### src/rtl/audio_pkg.sv
// rtl/audio_pkg.sv - shared audio sample types and counter-width helper
package audio_pkg;
    localparam int SAMPLE_W = 16;

    typedef struct packed {
        logic signed [SAMPLE_W-1:0] l;
        logic signed [SAMPLE_W-1:0] r;
    } sample_pair_t;

    function automatic int bit_cnt_w(input int slot_w);
        return $clog2(2 * slot_w);
    endfunction
endpackage

### src/rtl/i2s_clk_gen.sv
// rtl/i2s_clk_gen.sv - BCLK divider with a fall-event strobe for the serializer
module i2s_clk_gen #(
    parameter int CLK_DIV = 2
) (
    input  logic clk,
    input  logic reset_n,
    output logic bclk,
    output logic fall_evt
);
    localparam int DW = (CLK_DIV > 1) ? $clog2(CLK_DIV) : 1;

    logic [DW-1:0] dcnt;
    logic          wrap;

    assign wrap     = (dcnt == DW'(CLK_DIV - 1));
    // Strobe is true on the clk edge where bclk goes 1->0, so the parent advances on that same edge.
    assign fall_evt = wrap && bclk;

    always_ff @(posedge clk or negedge reset_n) begin
        if (!reset_n) begin
            dcnt <= '0;
            bclk <= 1'b0;
        end else if (wrap) begin
            dcnt <= '0;
            bclk <= ~bclk;
        end else begin
            dcnt <= dcnt + 1'b1;
        end
    end
endmodule

### src/rtl/i2s_tx_serializer.sv
// rtl/i2s_tx_serializer.sv - Philips I2S stereo transmitter with one-deep holding register
module i2s_tx_serializer
    import audio_pkg::*;
#(
    parameter int CLK_DIV = 2,
    parameter int SLOT_W  = 16
) (
    input  logic                       clk,
    input  logic                       reset_n,
    input  logic                       enable,
    input  logic signed [SAMPLE_W-1:0] sample_l,
    input  logic signed [SAMPLE_W-1:0] sample_r,
    input  logic                       sample_valid,
    output logic                       sample_ready,
    output logic                       bclk,
    output logic                       lrck,
    output logic                       sdata,
    output logic                       frame_start,
    output logic                       underrun
);
    localparam int CW         = bit_cnt_w(SLOT_W);
    localparam int FRAME_BITS = 2 * SLOT_W;

    logic                fall_evt;
    logic [CW-1:0]       b;
    logic [CW-1:0]       b_next;
    logic [CW-1:0]       k_pos;
    logic [SAMPLE_W-1:0] word;
    logic [SAMPLE_W-1:0] word_sh;
    logic                sdata_next;
    logic                accept;

    sample_pair_t        hold;
    logic                hold_full;
    logic [SAMPLE_W-1:0] l_shadow;
    logic [SAMPLE_W-1:0] r_pend;
    logic [SAMPLE_W-1:0] r_shadow;

    i2s_clk_gen #(.CLK_DIV(CLK_DIV)) u_clk_gen (
        .clk      (clk),
        .reset_n  (reset_n),
        .bclk     (bclk),
        .fall_evt (fall_evt)
    );

    assign sample_ready = !hold_full && enable;
    assign accept       = sample_valid && sample_ready;
    assign b_next       = (b == CW'(FRAME_BITS - 1)) ? '0 : b + 1'b1;

    // The bit driven on this fall belongs to the old b, giving the one-BCLK Philips delay.
    // Shifting left by k also zeroes the padding bits beyond the 16th.
    always_comb begin
        word       = '0;
        k_pos      = '0;
        word_sh    = '0;
        sdata_next = 1'b0;
        if (b < CW'(SLOT_W)) begin
            word  = l_shadow;
            k_pos = b;
        end else begin
            word  = r_shadow;
            k_pos = b - CW'(SLOT_W);
        end
        word_sh    = word << k_pos;
        sdata_next = word_sh[SAMPLE_W-1];
    end

    always_ff @(posedge clk or negedge reset_n) begin
        if (!reset_n) begin
            b           <= CW'(FRAME_BITS - 1);
            lrck        <= 1'b1;
            sdata       <= 1'b0;
            frame_start <= 1'b0;
            underrun    <= 1'b0;
            hold        <= '0;
            hold_full   <= 1'b0;
            l_shadow    <= '0;
            r_pend      <= '0;
            r_shadow    <= '0;
        end else begin
            frame_start <= 1'b0;
            underrun    <= 1'b0;
            if (accept) begin
                hold.l    <= sample_l;
                hold.r    <= sample_r;
                hold_full <= 1'b1;
            end
            if (fall_evt) begin
                b     <= b_next;
                lrck  <= (b_next >= CW'(SLOT_W));
                sdata <= sdata_next;
                if (b_next == '0) begin
                    frame_start <= 1'b1;
                    if (enable && hold_full) begin
                        l_shadow  <= hold.l;
                        r_pend    <= hold.r;
                        hold_full <= 1'b0;
                    end else begin
                        l_shadow <= '0;
                        r_pend   <= '0;
                        underrun <= enable;
                    end
                end
                // Right word is latched mid-frame so its LSB survives the next frame load.
                if (b_next == CW'(SLOT_W)) begin
                    r_shadow <= r_pend;
                end
            end
        end
    end
endmodule

### config.mk
export PLATFORM = sky130hd
export DESIGN_NAME = i2s_tx_serializer
export DESIGN_NICKNAME = d
export VERILOG_FILES = /design/src/rtl/audio_pkg.sv /design/src/rtl/i2s_clk_gen.sv /design/src/rtl/i2s_tx_serializer.sv
export SDC_FILE = /design/constraint.sdc
export NUM_CORES = 1
export LEC_CHECK = 0
export ABC_AREA = 0
export BUFFER_PORTS_ARGS = -buffer_cell sky130_fd_sc_hd__buf_2
export CAP_MARGIN = 20
export CORE_ASPECT_RATIO = 1.5
export CORE_MARGIN = 3
export CORE_UTILIZATION = 58
export DETAILED_ROUTE_END_ITERATION = 12
export PLACE_DENSITY = 0.79
export SLEW_MARGIN = 30
export SYNTH_ARGS = -nofsm -noshare
export SYNTH_HDL_FRONTEND = slang
export SYNTH_HIERARCHICAL = 1
export SYNTH_SLANG_ARGS = --single-unit
### constraint.sdc
create_clock -name clk -period 2.7 [get_ports clk]
set_input_delay 0.135 -clock clk [delete_from_list [all_inputs] [get_ports clk]]
set_output_delay 0.135 -clock clk [all_outputs]
set_load 0.005 [all_outputs]
; After elaboration in Yosys (flattened, before gate mapping)
; Index checks and enable logic that the tools add are counted.
[op_classes]
eq_ne = 2
bitwise = 1
n_mux = 15
order_cmp = 2
shifts = 1
add_sub_neg = 3
reduce_logical = 8
[ops]
columns = op, count
row1 = $mux 16, 3
row2 = $shl 16x5->16, 1
row3 = $eq 5x5->1 const B, 2
row4 = $mux 1, 10
row5 = $mux 5, 2
row6 = $add 5x1->5 const B, 1
row7 = $ge 5x5->1 const B, 1
row8 = $logic_not 5->1, 1
row9 = $lt 5x5->1 const B, 1
row10 = $sub 5x5->5 const B, 1
row11 = $logic_and 1x1->1, 4
row12 = $reduce_and 2->1, 2
row13 = $add 1x1->1 const B, 1
row14 = $logic_not 1->1, 1
row15 = $not 1->1, 1
[word_totals]
register_bits = 92

; Depth between registers and ports, before layout
; Gate-level depths: netlist of run 1.
[logic_depth]
word_depth = 7
mapped_depth = 8

; Cells and area by module
; The synthesis of run 1 kept the hierarchy.
[by_module_without_submodules]
columns = module, instances, area_each_um2, cells_per_inst
row1 = i2s_tx_serializer, 1, 4012.6, 274
row2 = i2s_clk_gen, 1, 70.1, 5

; Least setup slack after synthesis of run 1
; OpenSTA, ideal clock, no wires.
[synth_timing]
kind = reg-to-reg
start = register b[0]
end = register l_shadow[0]
stages_incl_launch_ff = 8
t_arrival_ps = 2166
path_slack_ps = 409
setup_ps = 125
n_path_buf = 1
t_required_ps = 2575
period_less_slack_ps = 2291
cell_sequence = dfstp_2 > ha_1 > and3_1 > ha_1 > o211ai_1 > a211oi_4 > buf_6 > mux2_2
[synth_via]
elab_chain_len = 4
elab_cells_between_ends = 5
classes_between = 1 x add/sub / 1 x eq/ne / 1 x mux / 2 x reduce/logical
[synth_rtl]
columns = element, line_no
row1 = start: declaration, i2s_tx_serializer.sv:25  ; logic [CW-1:0] b;
row2 = start signal: assignment, i2s_tx_serializer.sv:70  ; b <= CW'(FRAME_BITS - 1);
row3 = start signal: assignment, i2s_tx_serializer.sv:89  ; b <= b_next;
row4 = $add 5x1->5 / $eq 5x5->1 (equally long branches), i2s_tx_serializer.sv:48  ; assign b_next = (b == CW'(FRAME_BITS - 1)) ? '0 : b + 1'b1;
row5 = $mux 5 *, i2s_tx_serializer.sv:48
row6 = $logic_not 5->1 *, i2s_tx_serializer.sv:92  ; if (b_next == '0) begin
row7 = $reduce_and 2->1 (no source line) *, -
row8 = end signal: assignment, i2s_tx_serializer.sv:95  ; l_shadow <= hold.l;
row9 = end: declaration, i2s_tx_serializer.sv:35  ; logic [SAMPLE_W-1:0] l_shadow;
; Every way passes the cells marked *; elsewhere a longest branch is shown, timed or not.
; A chain may end at the register's enable or synchronous reset.

; Worst setup path in the final report of run 1
[layout_timing]
start = register b[1]
end = register l_shadow[5]
; Same word-level chain as after synthesis.

==> reports/summary.txt, run 1 <==
Port buffer count -> 41
Core box area -> 6666 um2
Most frequent cells in the layout -> dfrtp_1 (86), mux2_2 (72), buf_2 (40)
Vert. Die Dim -> 108.8 um
Internal reg-to-reg setup slack -> 0.35 ns
Die X-Extent -> 74.51 um
Crit Path Class -> reg -> reg
Post-Route WL -> 7516 um
Max FO, Critical Path -> 18
Fmax -> 424.7 MHz
Ports -> 42
Worst Hold Endpoint -> hold[30]
Status -> complete, no violations
Layout filler cell count -> 438
CTS Buf Count -> 9
Grt ovf -> 0
Ys Warns -> 6
Number of synthesized register bits -> 91
Post-CTS sizing -> 0
Sequential share of power -> 0.548
Worst skew pair latency -> 0.36 ns
Hold WS -> 0.01679 ns
Register area share after synthesis -> 0.5593
Pre-antenna DRT Iters -> 4
Post-synthesis area per instance -> 14.63 um2
Period utilization -> 0.8721
Hold Path Class -> in -> reg
Post-Synthesis Net Count -> 317
Starting DRT DRC Count -> 110
End of the worst register-to-register path -> l_shadow[5]
Comb power frac -> 0.077
Reg clk slew, reported paths -> 0.08 ns
Yosys cell types -> 39
Htree depth -> 3
Tightest Pin Transition -> 0.8021 ns
Root Buffer -> clkbuf_8
Vias in the first global route -> 2642
Final nets -> 385
Critical R2R Launch -> b[1]
Switching power -> 0.5675 mW
Initial antenna violation count -> 0
Global-route wire length before repair -> 12970 um
Ratio of total power to cell area -> 562.4 nW/um2
CTS tree -> done
Synth Cell Area -> 4083 um2
Initial core utilization -> 0.6124
Tot GR Track Use -> 0.2183
Clock sink count -> 91
DP HPWL -> 4841 um
Element type at the critical path end -> flip-flop
Num rows -> 36
Startpoint class of the critical path -> flip-flop
Most common cell after layout, fill and taps aside -> dfrtp_1
Maxcap violations -> 0
Tmin final -> 2.355 ns
Sw frac -> 0.2091
Placer Congestion -> 0.7143
Arr. time, crit path -> 2.60 ns
DRC -> 0
Vias per inst -> 5.652
Leakage -> 2.438 nW
Final Max Slew Viols -> 0
Internal -> 2.147 mW
Die area -> 8103 um2
N_diodes -> 0
Required @ worst endpoint -> 2.94 ns
P&R area growth vs syn -> 18.20%
Gate Count Post-Synth -> 279
Hold Path Cell Cnt -> 2
CTS max path bufs -> 2
Final setup violating endpoints -> 0
Share of layout cells above drive strength 1 -> 0.4631
Wire per inst -> 17.56 um
Setup TNS -> 0 ns
Worst Skew -> 0.006253 ns
Final hold vios -> 0
Slew margin rel. -> 0.4653
Largest net degree at the start of global routing -> 92
Min-delay src -> sample_l[14]
DRT antenna net count -> 0
Vias -> 2419
Peak VDD IR -> 0.4581 mV
Setup repair bufs after CTS -> 0
Clock network power share -> 0.374
Unrepaired setup endpoints after global routing -> false
Register-to-Register Path Depth -> 7
## cells by family (layout without fill, tap and decap cells)
kind of cell / count (synthesis) / after routing / share of synthesized area
flops: 91 / 91 / 0.5593
mux: 96 / 96 / 0.2853
compound gates: 14 / 14 / 0.02851
buf+inv: 24 / 97 / 0.03861
xor+xnor: 2 / 2 / 0.006131
simple gates: 50 / 50 / 0.07601
fa+ha+maj: 2 / 2 / 0.006128
## power groups by stage
stage	sequential [mW]	combinational (mW)	clock, mW
6_report	1.49	0.210	1.02
2_1_floorplan	1.50	0.111	0
3_3_place_gp	1.51	0.172	0
3_5_place_dp	1.51	0.180	0
5_1_grt	1.50	0.238	1.11
4_1_cts	1.49	0.213	1.04
## worst max-delay path: stages, from the launching register on
cell,delay (ns)
dfstp_2,0.54
ha_1,0.21
and3_1,0.18
ha_1,0.23
o211ai_1,0.16
a211oi_4,0.25
buf_4,0.30
mux2_2,0.37
## area by class of cell
class	count	area, um2	area share
flip-flops and latches	91	2283	0.4732
well taps	76	95.09	0.01970
clock inverters	5	75.07	0.01556
inverters	4	15.01	0.003111
repair buffers	77	564.3	0.1169
clock buffers	11	151.4	0.03137
multi-input cells	164	1642	0.3402
## synthesized netlist by cell type
master	instances	area, um2
ha_1	2	25.02
a211o_1	2	17.52
o22ai_1	1	6.260
nor2b_1	5	31.28
nand2b_1	1	6.260
nor2_1	2	7.510
xnor2_2	1	16.27
nand2_1	2	7.510
buf_8	1	15.01
a211oi_4	1	20.02
nand3_2	1	10.01
mux2_4	10	150.1
or2_2	1	6.260
buf_1	2	7.510
buf_6	7	78.83
mux2_1	1	11.26
a211oi_1	1	7.510
o21ai_0	1	5.000
a2111oi_0	1	8.760
a31o_2	1	8.760
inv_1	4	15.01
clkbuf_1	7	26.28
buf_2	3	15.01
xor2_1	1	8.760
mux2_2	72	810.8
o32ai_1	1	8.760
and2_2	1	7.510
a32o_1	1	10.01
nor4_1	1	6.260
a31oi_1	1	6.260
mux2i_1	8	80.08
mux4_2	5	112.6
dfrtp_1	86	2152
and2_1	1	6.260
nor3b_1	2	15.01
and3_1	33	206.5
o211ai_1	1	7.510
a21oi_1	2	10.01
dfstp_2	5	131.4
## metrics by stage
step / utilization / worst slack (ns) / instance area (um2) / total power, mW / std cells
after global routing: 0.7239 / 0.1726 / 4826 / 2.848 / 428
after CTS: 0.7239 / 0.3404 / 4826 / 2.743 / 428
after floorplan: - / 0.4092 / 4083 / 1.608 / 279
final: 0.7239 / 0.3455 / 4826 / 2.714 / 428
after global placement: 0.6473 / 0.4415 / 4315 / 1.683 / 384
after detailed placement: 0.6479 / 0.3756 / 4319 / 1.695 / 384
## worst max path at each step
stage               startpoint     endpoint  slack, ns  depth (start not counted)
finish                    b[1]  l_shadow[5]       0.35                          7
global route              b[1]    r_pend[9]       0.17                          7
CTS                       b[0]  l_shadow[5]       0.34                          7
detailed placement        b[1]  l_shadow[5]       0.38                          7
global placement          b[0]   r_pend[11]       0.44                          7
floorplan                 b[0]  l_shadow[0]       0.41                          7
## registers in the layout (all words and copies together) (netlist names)
name / flops
hold: 32
l_shadow: 16
r_pend: 16
r_shadow: 16
b: 4
frame_start: 1
hold_full: 1
lrck: 1
sdata: 1
u_clk_gen/bclk: 1
u_clk_gen/dcnt: 1
underrun: 1
## routing by layer
layer | share of wire | global-route usage | up-vias
met5 | 0 | 0 | -
met4 | 0.023 | 0.1056 | 0
met3 | 0.032 | 0.05904 | 14
met2 | 0.52 | 0.3447 | 44
met1 | 0.42 | 0.2757 | 1218
li1 | - | - | 1143
## repair_timing
action	4_1_cts	5_1_grt
hold endpoints to repair	113	0
endpoints found under the setup margin	0	0
hold buffers	28	0
Note: power is estimated with default switching activity, not from simulation.
==> run 2, diff against run 1 <==
--- a/config.mk
+++ b/config.mk
@@ -13,6 +13,7 @@
 export CORE_UTILIZATION = 58
 export DETAILED_ROUTE_END_ITERATION = 12
 export PLACE_DENSITY = 0.79
+export RECOVER_POWER = 100
 export SLEW_MARGIN = 30
 export SYNTH_ARGS = -nofsm -noshare
 export SYNTH_HDL_FRONTEND = slang
==> run 2 against run 1 <==
Net effect: global-route usage did not move; worst hold slack better by 0.0025 ns; non-clock buffer count stayed put; setup slack lost 0.058 ns; via count decreased by 0.45%; core utilization shrank 0.92 points; critical path depth is 2 lower; sequential share of layout area increased by 0.61 points; routed wire length down 0.24%; clock power about the same; register-to-register slack worse by 0.06 ns; combinational power is essentially flat.
==> reports/summary.txt, run 2 (synthesized netlist as in run 1, its figures left out) <==
Clock sink count -> 91 (unchanged)
Vias per inst -> 5.626 (was 5.652)
Core box area -> 6666 um2 (unchanged)
DP HPWL -> 4841 um (unchanged)
Tightest Pin Transition -> 1.173 ns (was 0.8021 ns)
Cell Chain, Critical Path -> ha_1, o211ai_1, a211oi_4, buf_4, mux2_2 (was ha_1, and3_1, ha_1, o211ai_1, a211oi_4, buf_4, mux2_2)
Reg clk slew, reported paths -> 0.08 ns (about the same)
Tot GR Track Use -> 0.2183 (unchanged)
Reg area -> 2283 um2 (unchanged)
Die area -> 8103 um2 (unchanged)
Peak VDD IR -> 0.4581 mV (about the same)
Largest net degree at the start of global routing -> 92 (unchanged)
N_diodes -> 0 (unchanged)
Crit Path Class -> reg -> reg (unchanged)
DRT antenna net count -> 0 (unchanged)
Required @ worst endpoint -> 2.94 ns (about the same)
Post-CTS sizing -> 0 (unchanged)
Initial antenna violation count -> 0 (unchanged)
Post-Route WL -> 7498 um (was 7516 um)
Arr. time, crit path -> 2.65 ns (was 2.60 ns)
Max reg flops -> 32 (unchanged)
Vias in the first global route -> 2642 (unchanged)
Register with the most flip-flops -> hold (unchanged)
Wire per inst -> 17.52 um (was 17.56 um)
Maxcap violations -> 0 (unchanged)
Tmin final -> 2.412 ns (was 2.355 ns)
Fmax -> 414.5 MHz (was 424.7 MHz)
Die X-Extent -> 74.51 um (unchanged)
Leakage -> 2.384 nW (was 2.438 nW)
Max FO, Critical Path -> 18 (unchanged)
Final Max Slew Viols -> 0 (unchanged)
Most common cell after layout, fill and taps aside -> dfrtp_1 (unchanged)
Final hold vios -> 0 (unchanged)
CTS max path bufs -> 2 (unchanged)
Setup TNS -> 0 ns (unchanged)
Period utilization -> 0.8935 (was 0.8721)
Unrepaired setup endpoints after global routing -> false (unchanged)
Worst skew pair latency -> 0.36 ns (about the same)
Htree depth -> 3 (unchanged)
Critical-path top delay cell -> dfstp_1 (was dfstp_2)
Initial core utilization -> 0.6124 (unchanged)
P&R area growth vs syn -> 16.70% (was 18.20%)
Vert. Die Dim -> 108.8 um (unchanged)
Element type at the critical path end -> flip-flop (unchanged)
Final nets -> 385 (unchanged)
Final Instance Area -> 4765 um2 (was 4826 um2)
Slew margin rel. -> 0.2179 (was 0.4653)
Num rows -> 36 (unchanged)
Status -> complete, no violations (unchanged)
Layout filler cell count -> 456 (was 438)
CP max stage delay -> 0.86 ns (was 0.54 ns)
Grt ovf -> 0 (unchanged)
Startpoint class of the critical path -> flip-flop (unchanged)
Vias -> 2408 (was 2419)
Starting DRT DRC Count -> 119 (was 110)
Worst Skew -> 0.005829 ns (was 0.006253 ns)
Root Buffer -> clkbuf_8 (unchanged)
Placer Congestion -> 0.7143 (unchanged)
CTS Buf Count -> 9 (unchanged)
Area after DPL -> 4319 um2 (unchanged)
Final setup violating endpoints -> 0 (unchanged)
Share of layout cells above drive strength 1 -> 0.4176 (was 0.4631)
Area of the multi-input gates -> 1603 um2 (was 1642 um2)
Most frequent cells in the layout -> dfrtp_1 (86), mux2_2 (72), buf_2 (38) (was dfrtp_1 (86), mux2_2 (72), buf_2 (40))
Ratio of total power to cell area -> 569.7 nW/um2 (was 562.4 nW/um2)
Ports -> 42 (unchanged)
DRC -> 0 (unchanged)
Global-route wire length before repair -> 12970 um (unchanged)
CTS tree -> done (unchanged)
Pre-antenna DRT Iters -> 4 (unchanged)
Port buffer count -> 41 (unchanged)
Hold Path Class -> in -> reg (unchanged)
-- run 2: changes by cell type in the layout (fill, tap and decap cells not counted), moves of 2 or more --
cell,delta
buf_2,-2
clkbuf_1,+4
mux2_1,+10
mux2_4,-10
-- run 2: cell type report --
| class | instances | area share |
|---|---|---|
| timing repair buffer | 77 | 0.1137 |
| multi-input combinational | 164 | 0.3364 |
| clock buffer | 11 | 0.03178 |
| tap | 76 | 0.01996 |
| inverter | 4 | 0.003151 |
| clock inverter | 5 | 0.01576 |
| sequential | 91 | 0.4793 |
-- run 2: critical path, delay by kind of cell, from the launching register on --
family                     cells  cell delay (ns)
AOI/OAI and AO/OA              2             0.45
adders and majority gates      1             0.33
buffers and inverters          1             0.30
DFF                            1             0.86
muxes                          1             0.37
-- run 2: repair_timing --
item / CTS / global route
buffers inserted: 0 / 0
setup endpoints to repair: 0 / 0
hold buffers: 28 / 0
endpoints found under the hold margin: 113 / 0
-- run 2: worst paths after layout --
check	startpoint	to	cells past startpoint	slack, ns
worst max-delay path	lrck	l_shadow[5]	5	0.29
worst min-delay path	sample_l[14]	hold[30]	2	0.02
worst max register to register	lrck	l_shadow[5]	5	0.29
worst min register to register	u_clk_gen/dcnt	u_clk_gen/dcnt	1	0.47
max in group asynchronous	reset_n	u_clk_gen/dcnt	2	1.74
min in group asynchronous	reset_n	hold[26]	2	0.39
-- run 2: through the flow --
step                setup slack (ns)  std cells  utilization  power, mW  hold slack (ns)
floorplan                     0.4092        279            -      1.608          -0.1606
global placement              0.4415        384       0.6473      1.683           0.3662
detailed placement            0.3756        384       0.6479      1.695           0.2631
CTS                           0.3404        428       0.7239      2.743        0.0004242
global route                  0.1137        428       0.7147      2.848         0.001072
finish                        0.2877        428       0.7147      2.714          0.01933
-- run 2: power by group --
part           leakage, nW  internal [mW]  switching [mW]
Combinational         1.07          0.132          0.0774
Clock                0.119          0.567           0.449
Sequential            1.20           1.45          0.0411
Total                 2.38           2.15           0.568
-- run 2: metal layers --
layer | vias up | GRT usage | routed length, um
met5 | - | 0 | 0
met4 | 0 | 0.1056 | 175
met3 | 14 | 0.05904 | 229
met2 | 44 | 0.3447 | 3920
met1 | 1210 | 0.2757 | 3173
li1 | 1140 | - | -
